===== config.mk =====
export PLATFORM = sky130hd
export DESIGN_NAME = rx_comma_align_ctrl
export DESIGN_NICKNAME = d
export VERILOG_FILES = /design/src/rtl/rx_comma_align_ctrl.sv
export SDC_FILE = /design/constraint.sdc
export NUM_CORES = 1
export LEC_CHECK = 0
export CAP_MARGIN = 15
export CORE_MARGIN = 2
export CORE_UTILIZATION = 64
export CTS_BUF_LIST = sky130_fd_sc_hd__clkbuf_8
export DETAILED_ROUTE_END_ITERATION = 6
export GPL_TIMING_DRIVEN = 0
export HOLD_SLACK_MARGIN = 0.03
export PLACE_DENSITY = 0.87
export SLEW_MARGIN = 40
export SYNTH_ARGS = -nofsm -noshare
export SYNTH_HDL_FRONTEND = slang
export SYNTH_SLANG_ARGS = --single-unit

===== constraint.sdc =====
create_clock -name BitCLK -period 5.8 [get_ports BitCLK]
set_input_delay 1.16 -clock BitCLK [delete_from_list [all_inputs] [get_ports BitCLK]]
set_output_delay 1.16 -clock BitCLK [all_outputs]
set_load 0.01 [all_outputs]

===== src/rtl/rx_comma_align_ctrl.sv =====
// rtl/rx_comma_align_ctrl.sv - 8b/10b comma hunt, boundary verify and 10-bit word framing
// Hunts K28.1/5/7 commas in the serial stream, confirms a stable phase, then frames words while locked.
module rx_comma_align_ctrl #(
  parameter int ACQ_COMMAS    = 3,
  parameter int ERR_THRESH    = 4,
  parameter int TIMEOUT_WORDS = 16
) (
  input  logic       BitCLK,
  input  logic       Reset,
  input  logic       Serial,
  output logic [9:0] RxParallel_10,
  output logic       WordValid,
  output logic       Aligned,
  output logic       Realign,
  output logic [1:0] State
);
  localparam int AW = $clog2(ACQ_COMMAS + 1);
  localparam int MW = $clog2(ERR_THRESH + 1);
  localparam int GW = $clog2(TIMEOUT_WORDS + 1);
  localparam logic [AW-1:0] ACQ_N = AW'(ACQ_COMMAS);
  localparam logic [MW-1:0] MIS_N = MW'(ERR_THRESH);
  localparam logic [GW-1:0] GAP_N = GW'(TIMEOUT_WORDS);

  typedef enum logic [1:0] {
    S_HUNT   = 2'b00,
    S_VERIFY = 2'b01,
    S_LOCKED = 2'b10
  } state_t;

  state_t        r_state;
  logic [9:0]    r_sr;
  logic [9:0]    r_rx;
  logic [3:0]    r_ph;
  logic [AW-1:0] r_acq;
  logic [MW-1:0] r_mis;
  logic [GW-1:0] r_gap;
  logic          r_wv;
  logic          r_realign;

  logic          w_comma_hit;
  logic          w_boundary;
  logic [3:0]    w_ph_nx;
  logic [AW-1:0] w_acq_nx;
  logic [MW-1:0] w_mis_nx;
  logic [GW-1:0] w_gap_nx;

  // First-received bit sits in sr[0], so codes are written with bit a as the LSB.
  assign w_comma_hit = (r_sr == 10'h27C) || (r_sr == 10'h183) ||
                       (r_sr == 10'h17C) || (r_sr == 10'h283) ||
                       (r_sr == 10'h07C) || (r_sr == 10'h383);
  assign w_boundary  = (r_ph == 4'd9);
  assign w_ph_nx     = w_boundary ? 4'd0 : r_ph + 4'd1;
  assign w_acq_nx    = r_acq + AW'(1);
  assign w_mis_nx    = r_mis + MW'(1);
  assign w_gap_nx    = r_gap + GW'(1);

  assign RxParallel_10 = r_rx;
  assign WordValid     = r_wv;
  assign Realign       = r_realign;
  assign State         = r_state;
  assign Aligned       = (r_state == S_LOCKED);

  always_ff @(posedge BitCLK or posedge Reset) begin
    if (Reset) begin
      r_state   <= S_HUNT;
      r_sr      <= '0;
      r_rx      <= '0;
      r_ph      <= '0;
      r_acq     <= '0;
      r_mis     <= '0;
      r_gap     <= '0;
      r_wv      <= 1'b0;
      r_realign <= 1'b0;
    end else begin
      r_sr      <= {Serial, r_sr[9:1]};
      r_ph      <= w_ph_nx;
      r_wv      <= 1'b0;
      r_realign <= 1'b0;
      case (r_state)
        S_HUNT: begin
          if (w_comma_hit) begin
            r_ph      <= 4'd0;
            r_realign <= 1'b1;
            r_acq     <= AW'(1);
            r_gap     <= '0;
            r_state   <= S_VERIFY;
          end
        end
        S_VERIFY: begin
          if (w_boundary && w_comma_hit) begin
            r_acq <= w_acq_nx;
            r_gap <= '0;
            if (w_acq_nx == ACQ_N) begin
              r_state <= S_LOCKED;
              r_mis   <= '0;
              r_rx    <= r_sr;
              r_wv    <= 1'b1;
            end
          end else if (w_boundary) begin
            if (w_gap_nx == GAP_N) begin
              r_state <= S_HUNT;
              r_acq   <= '0;
              r_mis   <= '0;
              r_gap   <= '0;
            end else begin
              r_gap <= w_gap_nx;
            end
          end else if (w_comma_hit) begin
            r_ph      <= 4'd0;
            r_realign <= 1'b1;
            r_acq     <= AW'(1);
            r_gap     <= '0;
          end
        end
        S_LOCKED: begin
          // The word that times out is not strobed, so WordValid never outlives LOCKED.
          if (w_boundary && w_comma_hit) begin
            r_gap <= '0;
            r_mis <= '0;
            r_rx  <= r_sr;
            r_wv  <= 1'b1;
          end else if (w_boundary) begin
            if (w_gap_nx == GAP_N) begin
              r_state <= S_HUNT;
              r_acq   <= '0;
              r_mis   <= '0;
              r_gap   <= '0;
            end else begin
              r_gap <= w_gap_nx;
              r_rx  <= r_sr;
              r_wv  <= 1'b1;
            end
          end else if (w_comma_hit) begin
            if (w_mis_nx == MIS_N) begin
              r_state <= S_HUNT;
              r_acq   <= '0;
              r_mis   <= '0;
              r_gap   <= '0;
            end else begin
              r_mis <= w_mis_nx;
            end
          end
        end
        default: begin
          r_state <= S_HUNT;
          r_acq   <= '0;
          r_mis   <= '0;
          r_gap   <= '0;
        end
      endcase
    end
  end
endmodule


==> flow_summary.toml <==
[placed_design]
dp.cells = 250
routabilityCongestion = 0.903
port_buffers = 17
dp_hpwl_um = 3260

[yosys]
ys_types = 59
synth_most_common_cell = "dfrtp_1"
avgSynthCellArea_um2 = 10.9
yosys-top-cells-area = "dfrtp_1 46%, ha_1 6.1%, mux2_2 5.5%"
synth_edf_count = 0
synthTopCellsByCount = "38 x dfrtp_1, 14 x nor2_1, 11 x nand2_1"
async_flop_share_pct = 100
syn_inst = 189
yosysTopAreaCell = "dfrtp_1"
ys_warn_count = 0
syn_area_mm2 = 0.00207
synth.top_cell.area_share_pct = 46.0
synth_nets = 202
ys_seq_area_share_pct = 46.0
synth_top_flop_cell = "dfrtp_1"
synth_seq_cells = 38

[power_and_ir_drop]
leakage_nw = 1.01
p_per_area_mw_per_mm2 = 364
vdd_ir_drop_max_mv = 0.238

[layout]
fillerInstances = 216
area_growth_pct = 15.6
final_cells = 258
diodes = 0
postLayoutCoreUtil_pct = 78.2
nNetsFinal = 226
drive_above_1_share_pct = 15.9

[detailed_routing]
wl_per_cell_um = 17.6
vias = 1680
drc = 0
drt-initial-drc-count = 180
drt_pre_antenna_iters = 5
vias_per_cell = 6.51
finalWirelength_um = 4550
ant_nets = 0

[setup_path]
path_cells = "inv_1, ha_1, clkdlybuf4s50_1"
cp-start-kind = "flip-flop"
crit_arrival_ps = 1730
crit_fanout = 7
cp-end-kind = "output port"
slowest_stage = "clkdlybuf4s50_1"
critPathKind = "reg2out"
required_ps = 4640
slowest_delay_ps = 590

[sta]
final_max_slew_viol_count = 0
hold_viol = 0
fin_crit_sh_pct = 49.8
timing_worst_slew_pin_value_ps = 629
setup-violations-final = 0
fmax_mhz = 346
grt_setup_unrepaired = "no"
max_slew_margin_pct = 58.1
fin_crit_ps = 2890
finalClockSkew_ps = 9.97
finalSetupTns_ps = 0

[floorplan]
floorplan.initialDensity_pct = 67.7
core_mm2 = 0.00305
die_w_um = 60.8
die_height_um = 60.8
rows = 20
ios = 18
die_area_mm2 = 0.00370

[grt]
grt_max_degree = 39
grt_pass1_wl_um = 7360
grt_pass1_vias = 1559
gr-total-overflow = 0
antenna_found_initial = 0
grt_use_total_pct = 27.5

[worst_hold_path]
hold_class = "reg2reg"

[cts]
cts_tree = "done"
root_buffer = "clkbuf_8"
htree_levels = 2
post_cts_resized = 0
clockBufferDepth = 2
cts_made_buffers = 5
postCtsSetupBuffers = 0
clock-sinks = 38
hold_buffers = 0
path_clk_slew_ps = 80
clkLatencyLatePin_ps = 290

[run]
maxCapViolCount = 0

[outcome]
status = "complete, no violations"
==> path summary, 6_finish.rpt <==
check / startpoint / endpoint / slack, ps / cells after the start
hold reg to reg: r_sr[7]$_DFF_PP0_ / r_sr[6]$_DFF_PP0_ / 410 / 0
setup / recovery: State[0]$_DFFE_PP0P_ / Aligned / 2910 / 3
max in group asynchronous: Reset / r_sr[4]$_DFF_PP0_ / 4140 / 2
hold / removal: r_sr[7]$_DFF_PP0_ / r_sr[6]$_DFF_PP0_ / 410 / 0
setup reg to reg: r_gap[0]$_DFFE_PP0P_ / RxParallel_10[1]$_DFFE_PP0P_ / 3560 / 6
min in group asynchronous: Reset / r_acq[1]$_DFFE_PP0P_ / 1270 / 2
==> logic make-up after synthesis <==
| logic type | count (synthesis) | share of synthesized area, % |
|---|---|---|
| AO/OA/AOI/OAI | 54 | 20.1 |
| XOR/XNOR | 3 | 1.27 |
| adder cells (fa/ha/maj) | 10 | 6.06 |
| buffers and inverters | 14 | 3.15 |
| flip-flops | 38 | 46.0 |
| multiplexers | 13 | 7.75 |
| AND/OR/NAND/NOR | 57 | 15.6 |
==> where the power goes <==
group | switching [W] | total, W | internal [W]
clock | 0.0000957 | 0.000191 | 0.0000955
sequential | 0.0000397 | 0.000362 | 0.000323
combinational | 0.000155 | 0.000315 | 0.000160
==> metal layers <==
layer  global-route usage (%)  vias up  wire length [um]
li1                         -      750                 -
met1                     35.5      821              1820
met5                        0        -                 0
met4                     10.6        0               102
met3                     6.82       15               410
met2                     44.9       94              2220
==> flip-flops by register name, summed over array words and instances, names as in the netlist <==
name           flops
r_acq              2
State              2
r_mis              3
RxParallel_10     10
Realign            1
r_gap              5
r_ph               4
WordValid          1
r_sr              10
==> per-stage QoR <==
step / area [um2] / hold WS [ps] / total power (W) / worst slack (ps)
after CTS: 2390 / 418 / 0.000871 / 2920
after detailed placement: 2290 / 403 / 0.000680 / 3240
after global routing: 2390 / 442 / 0.000920 / 2820
after floorplan: 2070 / 375 / 0.000554 / 3780
final: 2390 / 415 / 0.000868 / 2910
after global placement: 2290 / 398 / 0.000664 / 3030
==> layout by cell type (no fill, tap or decap), types with 3 or more instances in the layout <==
cell type        instances
a21o_1                   3
clkbuf_1                 4
ha_1                    10
nor2_1                  14
a31oi_1                  4
clkdlybuf4s50_1         17
clkbuf_8                 6
a21oi_1                 10
nand2b_1                 6
mux2_2                  10
inv_1                    6
o22ai_1                  3
dfrtp_1                 38
nand2_1                 11
o21ai_0                  5
nor3_1                   3
nand3_1                  5
==> area by class of cell <==
type                            count  area, um2  area share (%)
Tap cell                           44       55.1            2.31
Sequential cell                    38        951            39.8
Clock inverter                      2       12.5           0.524
Clock buffer                        6       82.6            3.46
Multi-Input combinational cell    137       1050            44.0
Timing Repair Buffer               17        170            7.13
Inverter                            7       27.5            1.15
Buffer                              7       38.8            1.62
==> worst max-delay path: cells and delay by family (launching register included) <==
family | cells | cell delay [ps]
buf+inv | 2 | 720
fa+ha+maj | 1 | 300
flops | 1 | 410
No activity file was read; power rests on OpenSTA's default activity.
